==> config.mk <==
export PLATFORM = sky130hd
export DESIGN_NAME = instr_fetch_unit
export DESIGN_NICKNAME = d
export VERILOG_FILES = /design/src/rtl/ifu_pkg.sv /design/src/rtl/ifu_fifo.sv /design/src/rtl/instr_fetch_unit.sv
export SDC_FILE = /design/constraint.sdc
export NUM_CORES = 1
export LEC_CHECK = 0
export ABC_AREA = 0
export CORE_MARGIN = 4
export CORE_UTILIZATION = 55
export DETAILED_ROUTE_END_ITERATION = 8
export PLACE_DENSITY = 0.79
export SYNTH_ARGS = -nofsm -noshare
export SYNTH_HDL_FRONTEND = slang
export SYNTH_HIERARCHICAL = 1
export SYNTH_SLANG_ARGS = --single-unit
==> constraint.sdc <==
create_clock -name clk -period 3.5 [get_ports clk]
set_input_delay 0.7 -clock clk [delete_from_list [all_inputs] [get_ports clk]]
set_output_delay 0.7 -clock clk [all_outputs]
set_load 0.1 [all_outputs]
==> src/rtl/ifu_pkg.sv <==
// ifu_pkg: shared types and constants for the instruction fetch unit.
package ifu_pkg;
    typedef enum logic [1:0] {IDLE, WAIT, DISCARD} fetch_state_e;
    localparam int INSTR_W = 16;
    localparam int PC_STEP = 2;
    localparam logic [15:0] DEFAULT_RESET_PC = 16'h0000;
endpackage

==> src/rtl/ifu_fifo.sv <==
// ifu_fifo: DEPTH-entry synchronous prefetch FIFO; flush wins over push and pop.
module ifu_fifo
    import ifu_pkg::*;
#(
    parameter int DEPTH = 4,
    parameter int W = 32
) (
    input  logic                     clk,
    input  logic                     reset,
    input  logic                     flush_i,
    input  logic                     push_i,
    input  logic                     pop_i,
    input  logic [W-1:0]             wdata_i,
    output logic [W-1:0]             rdata_o,
    output logic [$clog2(DEPTH):0]   count_o,
    output logic                     empty_o,
    output logic                     full_o
);
    localparam int AW = $clog2(DEPTH);
    localparam int CW = AW + 1;

    logic [W-1:0]  mem_q [DEPTH];
    logic [AW-1:0] wptr_q, rptr_q;
    logic [CW-1:0] count_q;
    logic          do_push, do_pop;

    assign empty_o = count_q == '0;
    assign full_o  = count_q == CW'(DEPTH);
    assign count_o = count_q;
    assign rdata_o = mem_q[rptr_q];
    assign do_push = push_i & ~full_o & ~flush_i & reset;
    assign do_pop  = pop_i & ~empty_o;

    always_ff @(posedge clk) begin
        if (!reset || flush_i) begin
            wptr_q  <= '0;
            rptr_q  <= '0;
            count_q <= '0;
        end else begin
            wptr_q  <= do_push ? wptr_q + AW'(1) : wptr_q;
            rptr_q  <= do_pop ? rptr_q + AW'(1) : rptr_q;
            count_q <= count_q + CW'(do_push) - CW'(do_pop);
        end
    end

    always_ff @(posedge clk) begin
        if (do_push) mem_q[wptr_q] <= wdata_i;
    end
endmodule

==> src/rtl/instr_fetch_unit.sv <==
// instr_fetch_unit: handshaked sequential fetch engine with a prefetch FIFO for the multicycle core.
// Define IFU_BYPASS_EN to forward ack data straight to the core when the FIFO is empty.
module instr_fetch_unit
    import ifu_pkg::*;
#(
    parameter int                ADDR_W   = 16,
    parameter int                DATA_W   = INSTR_W,
    parameter int                DEPTH    = 4,
    parameter logic [ADDR_W-1:0] RESET_PC = ADDR_W'(DEFAULT_RESET_PC)
) (
    input  logic              clk,
    input  logic              reset,
    output logic              imem_req,
    output logic [ADDR_W-1:0] imem_addr,
    input  logic              imem_ack,
    input  logic [DATA_W-1:0] imem_rdata,
    input  logic              redirect,
    input  logic [ADDR_W-1:0] redirect_pc,
    output logic              instr_valid,
    output logic [DATA_W-1:0] instr,
    output logic [ADDR_W-1:0] instr_pc,
    input  logic              instr_ready
);
    localparam int CW = $clog2(DEPTH) + 1;
    localparam int EW = DATA_W + ADDR_W;
    localparam logic [CW:0] DEPTH_N = (CW+1)'(DEPTH);

    fetch_state_e      state_q, state_d;
    logic [ADDR_W-1:0] fetch_pc_q, fetch_pc_d, addr_q, addr_d;
    logic              req_q, req_d;
    logic              accept, push, pop, fifo_pop, empty, full;
    logic [CW-1:0]     count;
    logic [CW:0]       count_after;
    logic [EW-1:0]     head;

    assign accept      = (state_q == WAIT) & imem_ack & ~redirect;
    assign pop         = instr_valid & instr_ready & ~redirect;
    assign fifo_pop    = pop & ~empty;
    assign count_after = {1'b0, count} + (CW+1)'(push) - (CW+1)'(fifo_pop);
    assign imem_req    = req_q;
    assign imem_addr   = addr_q;

`ifdef IFU_BYPASS_EN
    logic bypass;
    assign bypass      = empty & accept;
    assign push        = accept & ~(bypass & instr_ready);
    assign instr_valid = ~empty | bypass;
    assign instr       = ~empty ? head[EW-1:ADDR_W] : bypass ? imem_rdata : '0;
    assign instr_pc    = ~empty ? head[ADDR_W-1:0] : bypass ? fetch_pc_q : '0;
`else
    assign push        = accept;
    assign instr_valid = ~empty;
    assign instr       = empty ? '0 : head[EW-1:ADDR_W];
    assign instr_pc    = empty ? '0 : head[ADDR_W-1:0];
`endif

    ifu_fifo #(.DEPTH(DEPTH), .W(EW)) u_fifo (
        .clk     (clk),
        .reset   (reset),
        .flush_i (redirect),
        .push_i  (push),
        .pop_i   (pop),
        .wdata_i ({imem_rdata, fetch_pc_q}),
        .rdata_o (head),
        .count_o (count),
        .empty_o (empty),
        .full_o  (full)
    );

    // Redirect beats everything; an in-flight request without its ack must still be drained.
    always_comb begin
        fetch_pc_d = redirect ? (redirect_pc & ~(ADDR_W'(1)))
                   : accept   ? fetch_pc_q + ADDR_W'(PC_STEP) : fetch_pc_q;
        if (redirect)              state_d = (state_q == IDLE || imem_ack) ? IDLE : DISCARD;
        else if (state_q == IDLE)  state_d = full ? IDLE : WAIT;
        else if (state_q == WAIT)  state_d = !imem_ack ? WAIT : (count_after < DEPTH_N) ? WAIT : IDLE;
        else                       state_d = imem_ack ? IDLE : DISCARD;
        addr_d = (state_d == WAIT) ? fetch_pc_d : addr_q;
        req_d  = state_d != IDLE;
    end

    always_ff @(posedge clk) begin
        if (!reset) begin
            state_q    <= IDLE;
            fetch_pc_q <= RESET_PC;
            addr_q     <= RESET_PC;
            req_q      <= 1'b0;
        end else begin
            state_q    <= state_d;
            fetch_pc_q <= fetch_pc_d;
            addr_q     <= addr_d;
            req_q      <= req_d;
        end
    end
endmodule

# ---- Yosys cells after proc, flatten, opt, wreduce, memory -nomap -nowiden
# Memory sizes are Yosys's and may differ from the RTL's. A register that Yosys moved wholly into a read port is not among the register bits.
# Cells that the tools add are included.
dict set report op_classes {
  addsub 7
  multipliers 0
  n_div 0
  magnitude_cmp 1
  n_eq_ne 3
  shifts 0
  n_mux 16
  n_bitwise 11
  reduce_logical 6
}
# operator count
set ops {}
lappend ops {{$mux 16} 4}
lappend ops {{$add 16x2->16 const B} 1}
lappend ops {{$mux 2} 7}
lappend ops {{$and 1x1->1} 8}
lappend ops {{$mux 1} 5}
lappend ops {{$add 2x1->2 const B} 2}
lappend ops {{$add 3x1->4} 1}
lappend ops {{$eq 2x1->1 const B} 2}
lappend ops {{$lt 4x3->1 const B} 1}
lappend ops {{$sub 4x1->4} 1}
lappend ops {{$add 3x1->3} 1}
lappend ops {{$eq 3x3->1 const B} 1}
lappend ops {{$logic_not 3->1} 1}
lappend ops {{$not 1->1} 3}
lappend ops {{$sub 3x1->3} 1}
lappend ops {{$logic_not 2->1} 1}
lappend ops {{$logic_or 1x1->1} 2}
lappend ops {{$reduce_bool 2->1} 1}
lappend ops {{$logic_not 1->1} 1}
dict set report totals {
  register_bits 42
  latch_bits 0
  ramBits 128
  romBits 0
  in_bits 37
  out_inout_bits 50
  elab_cells 52
  n_memories 1
}
# memory words width read_ports rd_ports_with_merged_regs write_ports line_no
set memory_table {}
lappend memory_table {u_fifo.mem_q 4 32 1 1 1 ifu_fifo.sv:22} ;# logic [W-1:0] mem_q [DEPTH];

# ---- Longest topological paths before layout
dict set report logic_depth {
  word_depth 13
  ltp_mapped 12
}

# ---- By module
# Netlist, hierarchy kept.
# mod n_inst cells_per_inst area_per_inst_um2 seq_area_each_um2
set modules_own_cells {}
lappend modules_own_cells {ifu_fifo 1 219 5108.6 4023.9}
lappend modules_own_cells {instr_fetch_unit 1 228 1888.1 700.7}

# ---- Worst setup path before layout
# OpenSTA, ideal clock, no wires.
dict set report synth_timing {
  path_kind {register to register}
  from {reg u_fifo.count_q[1], in the netlist u_fifo/count_o[1]}
  to {reg addr_q[7], in the netlist imem_addr[7]}
  setup_time_ns 0.124
  arrival_ns 3.184
  t_required_ns 3.376
  setup_slack_ns 0.192
  stages_incl_launch_ff 13
  period_less_slack_ns 3.308
  cell_sequence {dfxtp_1 -> nor3_2 -> inv_1 -> and3_1 -> ha_1 -> inv_1 -> ha_1 -> nor2b_1 -> a2111o_1 -> a31oi_4 -> buf_6 -> nand3b_1 -> o31ai_2}
}
dict set report synth_via {
  elab_chain_cells 13
}
# element line_no
set synth_rtl {}
lappend synth_rtl {{start, declared} ifu_fifo.sv:24} ;# logic [CW-1:0] count_q;
lappend synth_rtl {{start signal, assigned} ifu_fifo.sv:42} ;# count_q <= count_q + CW'(do_push) - CW'(do_pop);
lappend synth_rtl {{$logic_not 3->1 *} ifu_fifo.sv:27} ;# assign empty_o = count_q == '0;
lappend synth_rtl {{net empty} instr_fetch_unit.sv:31} ;# logic accept, push, pop, fifo_pop, empty, full;
lappend synth_rtl {{$not 1->1 *} instr_fetch_unit.sv:52} ;# assign instr_valid = ~empty;
lappend synth_rtl {{net instr_valid} instr_fetch_unit.sv:19} ;# output logic instr_valid,
lappend synth_rtl {{$and 1x1->1 (2 in series)} instr_fetch_unit.sv:37} ;# assign pop = instr_valid & instr_ready & ~redirect;
lappend synth_rtl {{$and 1x1->1 *} instr_fetch_unit.sv:38} ;# assign fifo_pop = pop & ~empty;
lappend synth_rtl {{$sub 4x1->4 *} instr_fetch_unit.sv:39} ;# assign count_after = {1'b0, count} + (CW+1)'(push) - (CW+1)'(fifo_pop);
lappend synth_rtl {{$lt 4x3->1 *} instr_fetch_unit.sv:76} ;# else if (state_q == WAIT) state_d = !imem_ack ? WAIT : (count_after < DEPTH_N) ? WAIT : IDLE;
lappend synth_rtl {{$mux 1 * (2 in series)} instr_fetch_unit.sv:76}
lappend synth_rtl {{$mux 2 *} instr_fetch_unit.sv:76}
lappend synth_rtl {{$mux 2 *} instr_fetch_unit.sv:75} ;# else if (state_q == IDLE) state_d = full ? IDLE : WAIT;
lappend synth_rtl {{$mux 2 *} instr_fetch_unit.sv:74} ;# if (redirect) state_d = (state_q == IDLE || imem_ack) ? IDLE : DISCARD;
lappend synth_rtl {{$eq 2x1->1 *} instr_fetch_unit.sv:78} ;# addr_d = (state_d == WAIT) ? fetch_pc_d : addr_q;
lappend synth_rtl {{end signal, assigned} instr_fetch_unit.sv:91} ;# addr_q <= addr_d;
lappend synth_rtl {{end, declared} instr_fetch_unit.sv:29} ;# logic [ADDR_W-1:0] fetch_pc_q, fetch_pc_d, addr_q, addr_d;
# The timed path passes the listed nets; every way through them passes the cells marked *.
# A chain may end at the register's enable or synchronous reset.

==> impl_metrics.tcl <==
set metrics [dict create \
    h-tree-depth 4 \
    io_buffers 85 \
    drc 0 \
    relSlewSlack 0.343 \
    syn2layout_area_growth_pct 28.3 \
    postCtsSetupBuffers 0 \
    numCtsBuffers 17 \
    io_pins 87 \
    hpwl_um 9050 \
    cts_resized 0 \
    cp_top_family "flip-flops" \
    antenna_found_initial 0 \
    path_class "reg2out" \
    rsz0062_at_grt "no" \
    grt.total_usage 0.201 \
    synth_top_family_by_area "multiplexers" \
    max_slew.worst_pin.slew_ps 983 \
    p_int_mw 3.23 \
    min_period_ps 2940 \
    grt_pass1_wl_um 22500 \
    p_seq_frac 0.545 \
    arrival_ps 2240 \
    fmax_mhz 340 \
    globalRoute.totalOverflow 0 \
    crit_chain "buf_4 -> mux4_2 -> nor2b_1 -> buf_12" \
    mappedNetlistArea_um2 7000 \
    pwr_density_cell_nw_per_um2 460 \
    syn_nets 495 \
    vias 4026 \
    die_w_um 121 \
    viasPerCell 5.51 \
    synthTopCellsByCount "edfxtp_1, dfxtp_1, nor2b_1" \
    clkTransAtPathRegs_ps 60 \
    cts.sinks 172 \
    yosys_warnings 6 \
    netlist_instances 447 \
    layout.nets 598 \
    synth_edf_count 128 \
    synth-main-ff-cell "edfxtp_1" \
    synth-xor-area-share 0.0163 \
    async_flop_share 0 \
    synth.largest_area_cell "edfxtp_1" \
    cp_max_fo 13 \
    drive_gt1_frac 0.222 \
    setup-tns-final_ps 0 \
    chipHeight_um 121 \
    switchingPower_mw 0.904 \
    dieArea_um2 14600 \
    yosysTopAreaCellShare 0.549 \
    place_congestion 0.795 \
    drtPass1Iterations 5 \
    cpPeakStageDelay_ps 630 \
    synthMuxAreaShare 0.109 \
    p_total_mw 4.13 \
    start_kind "flop" \
    synthTopCellsByArea "edfxtp_1, dfxtp_1, mux4_2" \
    combPwrFrac 0.064 \
    synth_compound_area_frac 0.0560 \
    status "complete, no violations" \
    drt_iter0_markers 226 \
    clockPowerShare 0.391 \
    ys_seq_area_frac 0.675 \
    drv_slew 0 \
    power.leakage_nw 3.04 \
    grt_pass1_vias 4378 \
    wl_um 13600 \
    cts_buffer_depth 2 \
    skew_ps 13.5 \
    clock_latency_ps 420 \
    ir_drop_mv 0.332 \
    dp.cells 699 \
    hold_viol_final 0 \
    ctsHoldBuffers 0 \
    clock-root-buffer "clkbuf_16" \
    rows 40 \
    core-area_um2 12200 \
    ys_types 49 \
    syn_area_per_cell_um2 15.7 \
    insertedDiodeCount 0 \
    setup_viol 0 \
    grt_max_degree 37 \
    synth.most_common_cell "edfxtp_1" \
    final_core_util 0.735 \
    swShare 0.219 \
    antenna_left 0 \
    critPathSlowestCell "dfxtp_2" \
    synthSimpleGateAreaFrac 0.0982 \
    crit_buf_inv 2 \
    initial_core_util 0.573 \
    fin_cells 731 \
    worstSetupEndpointType "output port" \
    post-route-period-util 0.841 \
    maxCapViolCount 0 \
    cts_tree "done" \
    required_ps 2800 \
    yosys_register_bits 172 \
    wire_per_inst_um 18.6 \
    hold_path_class "reg2reg" \
    synth_adder_area_share 0.0207 \
]
through the flow:
stage | cell area (um^2) | setup slack, ps | hold slack, ps
after floorplan | 7000 | 192 | 459
after global placement | 8470 | 212 | 452
after detailed placement | 8470 | 163 | 469
after CTS | 8980 | 475 | 483
after global routing | 8980 | 374 | 499
final | 8980 | 557 | 476
cell families after synthesis:
group | Yosys count
and+or+nand+nor | 119
xor gates and xnor gates | 13
DFF | 172
adders and majority gates | 11
AOI/OAI and AO/OA | 60
muxes | 36
buffers and inverters | 36
worst min-delay path, stage by stage (launching register included):
cell	delay, ps
dfxtp_1	310
nand2_1	50
o21ai_0	60
state kept, by name (all words and copies together) (netlist names), named ones only:
register        cells
u_fifo/mem_q      128
fetch_pc_q         16
u_fifo/count_o      3
u_fifo/rptr_q       2
imem_addr          16
u_fifo/wptr_q       2
imem_req            1
state_q             2
power by group through the flow:
stage / clock network, mW / logic (mW) / registers [mW]
floorplan: 0 / 0.0733 / 2.38
global placement: 0 / 0.261 / 2.29
detailed placement: 0 / 0.265 / 2.29
CTS: 1.65 / 0.266 / 2.25
global route: 1.74 / 0.281 / 2.26
finish: 1.62 / 0.265 / 2.25
layer usage:
metal,vias to the layer above,GRT usage,share of wire
li1,1894,-,-
met1,1990,0.255,0.43
met2,121,0.331,0.50
met3,21,0.0571,0.054
met4,0,0.0786,0.018
met5,-,0,0
cells in the final DEF, fill, tap and decap left out, types with 7 or more instances in the layout:
| cell type | instances |
|---|---|
| a21oi_1 | 13 |
| and2_1 | 7 |
| and3_1 | 7 |
| buf_12 | 37 |
| buf_4 | 14 |
| clkbuf_16 | 17 |
| clkdlybuf4s50_1 | 52 |
| dfxtp_1 | 43 |
| edfxtp_1 | 128 |
| ha_1 | 10 |
| inv_1 | 15 |
| mux4_2 | 32 |
| nand2_1 | 17 |
| nor2_1 | 18 |
| nor2b_1 | 37 |
| o21ai_0 | 26 |
| xor2_1 | 8 |
final timing paths:
kind / from / to / slack, ps / depth (start not counted)
worst max-delay path: flop / instr_pc[9] / 560 / 4
worst min-delay path: imem_addr[2] / imem_addr[2] / 480 / 2
worst max register to register: u_fifo/count_o[1] / u_fifo/count_o[2] / 790 / 10
worst min register to register: imem_addr[2] / imem_addr[2] / 480 / 2
area by class of cell:
type	instances	area, um^2
fillers	779	3230
well taps	168	210
multi-input cells	239	2100
clock buffers	23	458
repair buffers	103	1370
inverters	17	63.8
clock inverters	9	50.0
flip-flops and latches	172	4730
Note: power is estimated with default switching activity, not from simulation.
